## config.mk

```make
export PLATFORM = sky130hd
export DESIGN_NAME = saturn_serial_rx
export DESIGN_NICKNAME = d
export VERILOG_FILES = /design/src/rtl/saturn_serial_rx.sv
export SDC_FILE = /design/constraint.sdc
export NUM_CORES = 1
export LEC_CHECK = 0
export BUFFER_PORTS_ARGS = -buffer_cell sky130_fd_sc_hd__buf_2
export CAP_MARGIN = 20
export CORE_AREA = 2 2 50 75
export DETAILED_ROUTE_END_ITERATION = 12
export DIE_AREA = 0 0 52 77
export GPL_TIMING_DRIVEN = 0
export PLACE_DENSITY = 0.62
export SETUP_SLACK_MARGIN = 0.4
export SYNTH_ARGS = -nofsm -noshare
export SYNTH_HDL_FRONTEND = slang
export SYNTH_SLANG_ARGS = --single-unit
```

## constraint.sdc

```tcl
create_clock -name i_clk -period 1.74 [get_ports i_clk]
set_input_delay 0.087 -clock i_clk [delete_from_list [all_inputs] [get_ports i_clk]]
set_output_delay 0.087 -clock i_clk [all_outputs]
set_load 0.02 [all_outputs]
```

## src/rtl/saturn_serial_rx.sv

```systemverilog
// saturn_serial_rx
//   Receive end of the debug/console serial link. Samples the asynchronous
//   rx pin through a two-flop synchroniser, reframes 10-bit characters
//   (start, 8 data, stop) and holds each received byte in a single-entry
//   register with a valid/ack handshake. Framing errors and overruns are
//   reported as sticky flags.
//
// Parameters
//   CLKS_PER_BIT  i_clk cycles per serial bit (>= 4)
//   MSB_FIRST     1: first data bit after start is char[7]; 0: LSB first
//
// Ports
//   i_clk            system clock, all state on the rising edge
//   i_reset_n        asynchronous active-low reset
//   i_serial_rx      asynchronous serial line, idle high
//   o_char           received character, stable while o_char_valid=1
//   o_char_valid     holding register full
//   i_char_ack       consumer accepts o_char (ignored while not valid)
//   i_err_clear      clears both sticky error flags
//   o_framing_error  sticky: a stop bit was sampled low
//   o_overrun        sticky: a char completed while the holding register
//                    was full and not being acked
//   o_serial_busy    receiver FSM is not idle
module saturn_serial_rx #(
   parameter int unsigned CLKS_PER_BIT = 40,
   parameter bit          MSB_FIRST    = 1'b1
) (
   input  logic       i_clk,
   input  logic       i_reset_n,
   input  logic       i_serial_rx,
   output logic [7:0] o_char,
   output logic       o_char_valid,
   input  logic       i_char_ack,
   input  logic       i_err_clear,
   output logic       o_framing_error,
   output logic       o_overrun,
   output logic       o_serial_busy
);

   localparam int unsigned CW = (CLKS_PER_BIT > 1) ? $clog2(CLKS_PER_BIT) : 1;
   localparam logic [CW-1:0] CNT_HALF = CW'(CLKS_PER_BIT / 2 - 1);
   localparam logic [CW-1:0] CNT_LAST = CW'(CLKS_PER_BIT - 1);

   typedef enum logic [2:0] {
      S_IDLE,
      S_START,
      S_DATA,
      S_STOP,
      S_BREAK
   } state_t;

   state_t        state;
   state_t        state_nxt;

   logic          rx_m;
   logic          rx_s;

   logic [CW-1:0] cnt;
   logic          cnt_clr;
   logic [2:0]    bit_cnt;
   logic [7:0]    shreg;

   logic          sample_data;
   logic          stop_good;
   logic          stop_bad;
   logic          load_char;
   logic          set_overrun;

   // Two-flop synchroniser; idles high so reset never looks like a start bit.
   always_ff @(posedge i_clk or negedge i_reset_n) begin
      if (!i_reset_n) begin
         rx_m <= 1'b1;
         rx_s <= 1'b1;
      end else begin
         rx_m <= i_serial_rx;
         rx_s <= rx_m;
      end
   end

   always_ff @(posedge i_clk or negedge i_reset_n) begin
      if (!i_reset_n) begin
         state <= S_IDLE;
      end else begin
         state <= state_nxt;
      end
   end

   always_comb begin
      state_nxt   = state;
      cnt_clr     = 1'b0;
      sample_data = 1'b0;
      stop_good   = 1'b0;
      stop_bad    = 1'b0;
      case (state)
         S_IDLE: begin
            if (!rx_s) begin
               state_nxt = S_START;
            end
         end
         S_START: begin
            // Re-check the line at mid start bit; a high line was a glitch.
            if (cnt == CNT_HALF) begin
               state_nxt = rx_s ? S_IDLE : S_DATA;
            end
         end
         S_DATA: begin
            if (cnt == CNT_LAST) begin
               sample_data = 1'b1;
               cnt_clr     = 1'b1;
               if (bit_cnt == 3'd7) begin
                  state_nxt = S_STOP;
               end
            end
         end
         S_STOP: begin
            if (cnt == CNT_LAST) begin
               if (rx_s) begin
                  stop_good = 1'b1;
                  state_nxt = S_IDLE;
               end else begin
                  stop_bad  = 1'b1;
                  state_nxt = S_BREAK;
               end
            end
         end
         S_BREAK: begin
            // Wait out a held-low line so it yields only one framing error.
            if (rx_s) begin
               state_nxt = S_IDLE;
            end
         end
         default: begin
            state_nxt = S_IDLE;
         end
      endcase
      if (state_nxt != state) begin
         cnt_clr = 1'b1;
      end
   end

   always_ff @(posedge i_clk or negedge i_reset_n) begin
      if (!i_reset_n) begin
         cnt <= '0;
      end else if (cnt_clr) begin
         cnt <= '0;
      end else begin
         cnt <= cnt + CW'(1);
      end
   end

   always_ff @(posedge i_clk or negedge i_reset_n) begin
      if (!i_reset_n) begin
         bit_cnt <= '0;
      end else if (state != S_DATA) begin
         bit_cnt <= '0;
      end else if (sample_data) begin
         bit_cnt <= bit_cnt + 3'd1;
      end
   end

   // MSB-first shifts in at the bottom so the first bit ends up in [7].
   always_ff @(posedge i_clk or negedge i_reset_n) begin
      if (!i_reset_n) begin
         shreg <= '0;
      end else if (sample_data) begin
         if (MSB_FIRST) begin
            shreg <= {shreg[6:0], rx_s};
         end else begin
            shreg <= {rx_s, shreg[7:1]};
         end
      end
   end

   // A completed char lands if the register is empty or being acked in the
   // same cycle; otherwise it is dropped and reported as an overrun.
   assign load_char   = stop_good & (~o_char_valid | i_char_ack);
   assign set_overrun = stop_good & o_char_valid & ~i_char_ack;

   always_ff @(posedge i_clk or negedge i_reset_n) begin
      if (!i_reset_n) begin
         o_char       <= '0;
         o_char_valid <= 1'b0;
      end else if (load_char) begin
         o_char       <= shreg;
         o_char_valid <= 1'b1;
      end else if (i_char_ack && o_char_valid) begin
         o_char_valid <= 1'b0;
      end
   end

   // Setting a flag takes priority over a clear in the same cycle.
   always_ff @(posedge i_clk or negedge i_reset_n) begin
      if (!i_reset_n) begin
         o_framing_error <= 1'b0;
         o_overrun       <= 1'b0;
      end else begin
         if (stop_bad) begin
            o_framing_error <= 1'b1;
         end else if (i_err_clear) begin
            o_framing_error <= 1'b0;
         end
         if (set_overrun) begin
            o_overrun <= 1'b1;
         end else if (i_err_clear) begin
            o_overrun <= 1'b0;
         end
      end
   end

   assign o_serial_busy = (state != S_IDLE);

endmodule

```

* Yosys cells after proc, flatten, opt, wreduce, memory -nomap -nowiden
Cells that the tools add are included.
Operators by class: add/subtract/negate cells 2, equal/unequal tests 9, muxes and demuxes 26, bitwise operators 6, reduce and logical (&&, ||, !) cells 7
Operators with widths (number):
- 3-bit 2-to-1 mux | 9
- 3-bit case mux with 5 select lines | 1
- 1-bit 2-to-1 mux | 14
- 2-bit nonzero test | 4
- 6-bit by 1-bit adder with 6-bit output (second input constant) | 1
- 3-bit by 2-bit == test with 1-bit output (second input constant) | 2
- 3-bit == test (second input constant) | 2
- 6-bit by 5-bit == test with 1-bit output (second input constant) | 1
- 6-bit == test (second input constant) | 1
- 6-bit 2-to-1 mux | 1
- 3-bit by 1-bit adder with 3-bit output (second input constant) | 1
- 1-bit AND | 3
- 3-bit by 1-bit == test with 1-bit output (second input constant) | 1
- 3-bit zero test | 1
- 3-bit by 2-bit != test with 1-bit output (second input constant) | 1
- 3-bit != test | 1
- 3-bit nonzero test | 1
- 2-bit 2-to-1 mux | 1
- 1-bit NOT | 2
- 1-bit logical AND | 1
- 1-bit bitwise OR | 1
Storage, ports and cells: bits in registers 33, input port bits 5, output and inout port bits 12, logic and storage cells 60

* Depth between registers and ports, before layout
Gate-level depths: netlist of the first run.
depth in word-level cells 7, depth in mapped cells 6, depth with buffers taken out 6

* Least setup slack after synthesis of the first run
No wires, ideal clock.
path type register to register, from reg cnt[0], to reg o_char[0], library setup time 0.125 ns, arrival time 1.622 ns, required time 1.615 ns, path slack -0.006 ns, cell stages (with the launch flop) 7, period minus slack after synthesis 1.746 ns, path through dfrtp_1 > ha_1 > nand2b_1 > nor3_2 > and4_1 > buf_4 > mux2_2
On the way: longest elaborated chain between the ends 4
Ends and longest elaborated chain:
- start: declaration | line 58 | logic [CW-1:0] cnt;
- start signal: assignment | line 147 | cnt <= cnt + CW'(1);
- 6-bit == test | line 116 | if (cnt == CNT_LAST) begin
- 1-bit 2-to-1 mux | line 116
- 1-bit 2-to-1 mux | line 94 | case (state)
- 1-bit AND | line 176 | assign load_char = stop_good & (~o_char_valid | i_char_ack);
- end signal: assignment | line 184 | o_char <= shreg;
- end: declaration | line 31 | output logic [7:0] o_char,
Every way passes these cells. A chain may end at the register's enable or synchronous reset.

* Final worst setup path of the first run
from reg state[1], to reg cnt[3]
On the way: longest elaborated chain between the ends 6, elaborated cells between the ends (all ways) 16, classes of those cells 5 x eq/ne; 10 x mux; 1 x reduce/logical
Ends and longest elaborated chain:
- start: declaration | line 52 | state_t state;
- start signal: assignment | line 84 | state <= state_nxt;
- 3-bit 2-to-1 mux | line 110 | if (bit_cnt == 3'd7) begin
- 3-bit 2-to-1 mux | line 107 | if (cnt == CNT_LAST) begin
- 3-bit case mux with 5 select lines | line 94
- 3-bit != test | line 136 | if (state_nxt != state) begin
- 1-bit 2-to-1 mux * | line 136
- 6-bit 2-to-1 mux * | line 144 | end else if (cnt_clr) begin
Every way passes the cells marked *; elsewhere a longest branch is shown, timed or not.

==> run_results.csv, run 1 <==
group,metric,value,unit
timing,setup_tns,0,ps
setup_path,criticalPathCategory,"flip-flop to flip-flop",
grt,global_route.usage.total,17.8,%
floorplan,rows,26,
final_layout,inserted_diodes,0,
grt,number_of_global_route_vias_before_repair,1148,
detailed_routing,post-route-drc-count,0,
yosys,yosysTopAreaCellShare,53.5,%
final_layout,postLayoutCoreUtil,61.4,%
grt,grt_antenna_before_repair,0,
placement,placed_cells,172,
setup_path,timing.critical_path.fanout_max,6,
detailed_routing,wl_per_cell,16.0,µm
yosys,synth.lib_cells_used.distinct,36,
clock_network,clkLatencyLatePin,280,ps
timing,rsz0062_at_grt,"yes",
yosys,post-synth-top-count-cell,"sky130_fd_sc_hd__dfrtp_1",
floorplan,die_area,4000,µm²
clock_network,cts_max_level,2,
timing,fin_worst_skew,5.13,ps
final_layout,nFillCells,265,
grt,first_pass_grt_wire_length,5.26,mm
clock_network,clock-sinks,33,
detailed_routing,route.antenna.remaining_nets,0,
grt,globalRouteOverflowTotal,0,
clock_network,clock_tree_from_tritoncts,"built",
floorplan,dieHeight,77,µm
setup_path,critical_path_required,1900,ps
floorplan,coreArea,3350,µm²
timing,worst-slew-pin-transition,725,ps
final_layout,layout-area-overhead-vs-synth,42.1,%
timing,max-slew-margin-rel,51.6,%
yosys,syn-cell-area,1450,µm²
power,static-leakage-power,0.988,nW
clock_network,clock-root-buffer,"sky130_fd_sc_hd__clkbuf_8",
yosys,proportion_of_synthesized_chip_area_in_sequential_cells,57.2,%
timing,hold_violations,0,
yosys,async_flop_share,100,%
grt,largest_net_degree_at_the_start_of_global_routing,34,
floorplan,fp.dieW,52,µm
timing,fin_crit_sh,94.2,%
placement,detailed_place_hpwl,1.85,mm
setup_path,start_kind,"flip-flop",
timing,setup-violations-final,0,
detailed_routing,detail_route.wirelength,3.24,mm
yosys,main_synth_ff_type,"sky130_fd_sc_hd__dfrtp_1",
yosys,net_count_after_synthesis,122,
yosys,ys.warnings.count,0,
final_layout,instances_no_fill,203,
clock_network,cts.clk_slew.worst_paths,60,ps
yosys,total_of_flip_flops_plus_latches_after_synthesis,33,
setup_path,end_kind,"flip-flop",
floorplan,floorplan.io_pins,17,
timing,final.min_clock_period,1640,ps
placement,gp_congestion,0.763,
yosys,number_of_synthesized_flops_with_an_enable_pin,0,
yosys,synth_cells,114,
yosys,synth.cells.most_frequent,"sky130_fd_sc_hd__dfrtp_1, sky130_fd_sc_hd__mux2_2, sky130_fd_sc_hd__nor2_1, sky130_fd_sc_hd__nor3_1, sky130_fd_sc_hd__nand2_1",
run_status,status,"finished, final reports clean",
floorplan,floorplan.initialDensity,43.2,%
yosys,syn_area_per_cell,12.7,µm²
clock_network,ctsLongestPathBuffers,2,
timing,slew_violations,0,
worst_hold_path,hold_path_class,"input port to flip-flop",
detailed_routing,drt_first_iter_violations,20,
timing,hold_ws,20.7,ps
power,max-vdd-ir-drop,0.846,mV
yosys,leading_cell_types_by_total_area_after_synthesis,"sky130_fd_sc_hd__dfrtp_1, sky130_fd_sc_hd__mux2_2, sky130_fd_sc_hd__dfstp_2",
detailed_routing,via_per_inst,5.27,
yosys,synth_largest_area_cell,"sky130_fd_sc_hd__dfrtp_1",
setup_path,critical_path_arrival,1800,ps
final_layout,final_net_count,169,
placement,io_buffer_count,16,
detailed_routing,drt_pre_antenna_iters,4,
power,power_per_cell_area,1170,nW/µm²
detailed_routing,via_count,1069,
final_layout,drive_above_1_share,55.3,%
timing,achievable-frequency,0.610,GHz
job,max_cap_viol_count,0,
clock_network,cts_inserted_buffers,5,
-- stage by stage --
| step | total power (W) | area (µm²) | setup slack [ps] |
|---|---|---|---|
| floorplan | 0.00136 | 1500 | 88.5 |
| global placement | 0.00144 | 1640 | -62.8 |
| detailed placement | 0.00146 | 1640 | -88.0 |
| CTS | 0.00226 | 1970 | 91.1 |
| global route | 0.00254 | 2060 | 54.3 |
| finish | 0.00240 | 2060 | 101 |
-- registers in the layout (all words and copies together) (netlist names) --
signal and flops:
rx_m 1, rx_s 1, o_char_valid 1, state 3
o_char 8, bit_cnt 3, o_framing_error 1, cnt 6
shreg 8, o_overrun 1
-- where the power goes --
| group | total (W) | internal (W) | switching [W] | leakage [nW] |
|---|---|---|---|---|
| Clock | 0.000519 | 0.000271 | 0.000248 | 0.0410 |
| Combinational | 0.000875 | 0.000481 | 0.000394 | 0.514 |
| Sequential | 0.00100 | 0.000877 | 0.000127 | 0.432 |
| Total | 0.00240 | 0.00163 | 0.000768 | 0.988 |
-- worst paths after layout --
path	to	depth (start not counted)	from	slack, ps
max in group asynchronous	cnt[2]$_DFF_PN0_	2	i_reset_n	830
min in group asynchronous	shreg[4]$_DFFE_PN0P_	2	i_reset_n	400
worst min register to register	rx_s$_DFF_PN1_	0	rx_m$_DFF_PN1_	350
worst min-delay path	o_framing_error$_DFFE_PN0P_	2	i_err_clear	20
worst max register to register	cnt[3]$_DFF_PN0_	4	state[1]$_DFF_PN0_	100
worst max-delay path	cnt[3]$_DFF_PN0_	4	state[1]$_DFF_PN0_	100
-- layer usage --
metal	global-route usage, %	part of all wire, %	up-vias
met5	0	0	-
li1	-	-	498
met4	9.21	2.4	0
met3	5.45	2.9	7
met2	30.5	57	21
met1	18.8	38	543
-- area by class of cell --
cell class | count | area (µm²) | area share, %
Clock buffer | 6 | 72.6 | 3.53
Inverter | 4 | 17.5 | 0.851
Sequential cell | 33 | 833 | 40.5
Tap cell | 42 | 52.6 | 2.55
Multi-Input combinational cell | 74 | 758 | 36.8
Buffer | 3 | 27.5 | 1.34
Timing Repair Buffer | 40 | 292 | 14.2
Clock inverter | 1 | 5.00 | 0.243
-- repair_timing --
action,CTS,global route
pin swaps,10,7
endpoints found under the setup margin,29,29
endpoints found under the hold margin,32,0
setup buffers,17,5
hold buffers,2,0
gates resized for setup,27,10
-- critical path, stage by stage, from the launching register on --
cell                      delay, ps
sky130_fd_sc_hd__dfrtp_2        440
sky130_fd_sc_hd__or4b_1         560
sky130_fd_sc_hd__a21oi_2        190
sky130_fd_sc_hd__o221a_4        260
sky130_fd_sc_hd__nor3_1          70
-- cells in the final DEF, fill, tap and decap left out, drive strengths merged --
cell type and count:
buf 40, dfrtp 31, mux2 16, nor3 8
clkbuf 7, nor2 6, nand2 5, nand3 4
or3 4, inv 4, a21oi 4, xnor2 3
ha 3, a211oi 2, xor2 2, mux2i 2
o22ai 2, dlygate4sd3 2, dfstp 2, nand2b 2
nand3b 1, nor2b 1, or4b 1, nand4b 1
a21o 1, or3b 1, o221a 1, nor4 1
o31a 1, nor3b 1, and4 1, clkinv 1
-- cells by family after synthesis --
kind of cell | synth area share [%]
xor+xnor | 3.02
compound gates | 5.27
simple gates | 16.0
flops | 57.2
fa+ha+maj | 2.59
buf+inv | 2.16
mux | 13.8
Power figures use the tool's default switching activity.
==> run 2: changes to the inputs <==
ABC_AREA = 1   (was not set)
CORE_AREA = 2 2 51 76   (was 2 2 50 75)
DIE_AREA = 0 0 53 78   (was 0 0 52 77)
==> run 2 against run 1 <==
Clock skew grew 1.4 ps. Register-to-register slack gained 40 ps. Largest power group unchanged. Cell count grew 20%. Clock-buffer cell count grew 2. Power shrank 8.4%. Critical path type unchanged. Global-route usage grew 0.20 points.
==> run_results.csv, run 2 <==
group,metric,value,unit
run_status,status,"finished, final reports clean",
worst_hold_path,hold_path_class,"input port to flip-flop",
floorplan,die_area,4130,µm²
power,seq_power_share,42.2,%
placement,gp_congestion,0.799,
timing,hold_ws,75.9,ps
timing,final.min_clock_period,1600,ps
timing,setup_tns,0,ps
setup_path,timing.critical_path.max_delay_family,"simple AND/OR/NAND/NOR gates",
power,fin_total_pwr,0.00220,W
clock_network,ctsLongestPathBuffers,2,
yosys,synth_top_family_by_area,"simple AND/OR/NAND/NOR gates",
floorplan,dieHeight,78,µm
setup_path,end_kind,"flip-flop",
yosys,proportion_of_synthesized_chip_area_in_sequential_cells,55.3,%
detailed_routing,wl_per_cell,13.9,µm
timing,setup-violations-final,0,
yosys,synth_largest_area_cell,"sky130_fd_sc_hd__dfrtp_1",
yosys,syn-cell-area,1500,µm²
final_layout,layout_common_cells,"sky130_fd_sc_hd__dfrtp_1, sky130_fd_sc_hd__inv_1, sky130_fd_sc_hd__nand2_1, sky130_fd_sc_hd__buf_2, sky130_fd_sc_hd__o21ai_2",
setup_path,timing.critical_path.cells,"ha_4 -> buf_6 -> nand3_4 -> nor2_4 -> nand2_4 -> nand4_1 -> nor2_2 -> nand3_4 -> nor2_2",
setup_path,timing.reg2reg.worst_path_depth,9,
yosys,yosysTopAreaCellShare,51.8,%
job,max_cap_viol_count,0,
worst_hold_path,worst_hold_path.num_cells,4,
clock_network,clock-sinks,33,
setup_path,critPathMaxStageDelay,410,ps
yosys,synth.cells.most_frequent,"sky130_fd_sc_hd__dfrtp_1, sky130_fd_sc_hd__nand2_1, sky130_fd_sc_hd__inv_1",
timing,fin_worst_skew,6.48,ps
clock_network,cts_max_level,2,
detailed_routing,via_count,1219,
yosys,post_synth_mux_area_share,0,%
setup_path,critPathLaunch,"cnt[0]$_DFF_PN0_",
clock_network,cts.clk_slew.worst_paths,60,ps
yosys,net_count_after_synthesis,166,
power,power_per_cell_area,1010,nW/µm²
final_layout,postLayoutCoreUtil,63.6,%
detailed_routing,via_per_inst,5.00,
timing,slew_violations,0,
timing,achievable-frequency,0.624,GHz
yosys,main_synth_ff_type,"sky130_fd_sc_hd__dfrtp_1",
grt,largest_net_degree_at_the_start_of_global_routing,34,
floorplan,floorplan.initialDensity,43.8,%
final_layout,layout-area-overhead-vs-synth,45.0,%
timing,rsz0062_at_grt,"yes",
detailed_routing,detail_route.wirelength,3.40,mm
setup_path,critical_path_required,1950,ps
power,swShare,35.9,%
final_layout,inserted_diodes,0,
final_layout,post-route-cell-area,2170,µm²
setup_path,r2r_path_end,"cnt[0]$_DFF_PN0_",
detailed_routing,drt_pre_antenna_iters,4,
timing,hold_violations,0,
timing,worst-slew-pin-transition,720,ps
setup_path,critical_path.reg2reg.startpoint,"cnt[0]$_DFF_PN0_",
clock_network,clock_tree_from_tritoncts,"built",
yosys,synth_simple_gate_area_share,22.8,%
placement,dpl_cell_area,1650,µm²
final_layout,mostFrequentLayoutCell,"sky130_fd_sc_hd__dfrtp_1",
detailed_routing,route.antenna.remaining_nets,0,
floorplan,floorplan.io_pins,17,
setup_path,path_buf_inv,1,
clock_network,clock-root-buffer,"sky130_fd_sc_hd__clkbuf_8",
yosys,total_of_flip_flops_plus_latches_after_synthesis,33,
setup_path,start_kind,"flip-flop",
setup_path,timing.critical_path.fanout_max,6,
placement,detailed_place_hpwl,2.07,mm
setup_path,criticalPathCategory,"flip-flop to flip-flop",
floorplan,fp.dieW,53,µm
detailed_routing,post-route-drc-count,0,
grt,global_route.usage.total,18.0,%
final_layout,largestRegisters,"o_char x8, shreg x8, cnt x6",
grt,first_pass_grt_wire_length,5.49,mm
yosys,xor_xnor_portion_of_the_synthesized_cell_area,2.34,%
power,static-leakage-power,1.05,nW
timing,fin_crit_sh,92.2,%
grt,number_of_global_route_vias_before_repair,1241,
setup_path,critical_path_arrival,1820,ps
floorplan,coreArea,3420,µm²
final_layout,drive_above_1_share,49.0,%
power,max-vdd-ir-drop,0.665,mV
floorplan,rows,26,
timing,max-slew-margin-rel,52.0,%
setup_path,rrSetupSlack,140,ps
yosys,syn_area_per_cell,9.48,µm²
setup_path,critical_path.slowest_cell,"sky130_fd_sc_hd__dfrtp_1",
yosys,async_flop_share,100,%
detailed_routing,drt_first_iter_violations,13,
grt,grt_antenna_before_repair,0,
yosys,synth.lib_cells_used.distinct,27,
yosys,synth_cells,158,
yosys,ys.warnings.count,0,
yosys,post-synth-top-count-cell,"sky130_fd_sc_hd__dfrtp_1",
worst_hold_path,hold_start,"i_char_ack",
power,p_comb_share,31.3,%
final_layout,final_net_count,209,
clock_network,cts_inserted_buffers,5,
power,clock_power_share,26.5,%
placement,io_buffer_count,16,
yosys,synth-compound-area-share,10.2,%
yosys,leading_cell_types_by_total_area_after_synthesis,"sky130_fd_sc_hd__dfrtp_1, sky130_fd_sc_hd__nand2_1, sky130_fd_sc_hd__inv_1",
yosys,yosys.area_share.adder,2.51,%
worst_hold_path,worst_hold_path.endpoint,"o_overrun$_DFFE_PN0P_",
grt,globalRouteOverflowTotal,0,
yosys,number_of_synthesized_flops_with_an_enable_pin,0,
clock_network,clkLatencyLatePin,280,ps
power,internal-power,0.00141,W
power,total_switching_power,0.000788,W
-- run 2: changes by cell type after synthesis, sizes merged, moves of 3 or more --
cell | before | now
o21ai | 0 | 19
nand2 | 5 | 35
or3 | 4 | 0
nand3 | 4 | 12
mux2 | 16 | 0
nor3 | 8 | 1
a21oi | 4 | 1
inv | 4 | 23
nor2 | 6 | 19
-- run 2: layout make-up --
type	instances	area [µm²]
clock buffer	8	90.1
fill	281	1240
inverter	23	86.3
multi-input combinational	100	771
tap	42	52.6
timing repair buffer	36	314
buffer	2	30.0
sequential	33	828
-- run 2: power by group through the flow --
stage	logic (W)	clock network (W)	registers (W)
final	0.000688	0.000581	0.000927
after global routing	0.000751	0.000625	0.000934
after CTS	0.000506	0.000599	0.000915
after detailed placement	0.000459	0	0.000919
after global placement	0.000447	0	0.000916
after floorplan	0.000363	0	0.000903
-- run 2: worst max path at each step --
stage / endpoint / slack (ps) / cells past startpoint
after floorplan: o_char[0]$_DFFE_PN0P_ / 250 / 9
after global placement: o_char[0]$_DFFE_PN0P_ / 100 / 9
after detailed placement: o_char[0]$_DFFE_PN0P_ / 70 / 9
after CTS: o_char[0]$_DFFE_PN0P_ / 70 / 9
after global routing: cnt[0]$_DFF_PN0_ / 20 / 9
final: cnt[0]$_DFF_PN0_ / 140 / 9
-- run 2: repair_timing --
action / in CTS / in global routing
resized for setup: 17 / 49
hold buffers: 3 / 0
buffers inserted: 10 / 5
cloned: 1 / 1
endpoints found under the hold margin: 34 / 0
setup endpoints to repair: 27 / 30
pin swaps: 4 / 12
-- run 2: per-layer routing --
metal / wire, µm / global-route usage, % / vias up
met3: 74 / 3.46 / 12
met4: 104 / 7.69 / 0
met2: 1930 / 32.1 / 16
li1: - / - / 588
met5: 0 / 0 / -
met1: 1290 / 19.9 / 603
-- run 2: worst register-to-register path, cell delays in order (launching register included) --
cell and delay (ps):
sky130_fd_sc_hd__dfrtp_1 410, sky130_fd_sc_hd__ha_4 190, sky130_fd_sc_hd__buf_6 130, sky130_fd_sc_hd__nand3_4 80, sky130_fd_sc_hd__nor2_4 60, sky130_fd_sc_hd__nand2_4 90
sky130_fd_sc_hd__nand4_1 110, sky130_fd_sc_hd__nor2_2 180, sky130_fd_sc_hd__nand3_4 160, sky130_fd_sc_hd__nor2_2 140
-- run 2: cells by family (layout without fill, tap and decap cells) --
group	after synthesis	in the layout
simple gates	70	70
compound gates	23	23
fa+ha+maj	3	3
xor+xnor	4	4
flops	33	33
buf+inv	25	69
-- run 2: metrics by stage --
step / worst slack (ps) / std cells
4_1_cts: 73.7 / 238
5_1_grt: 17.8 / 244
6_report: 136 / 244
3_3_place_gp: 97.8 / 216
3_5_place_dp: 74.2 / 216
2_1_floorplan: 254 / 158
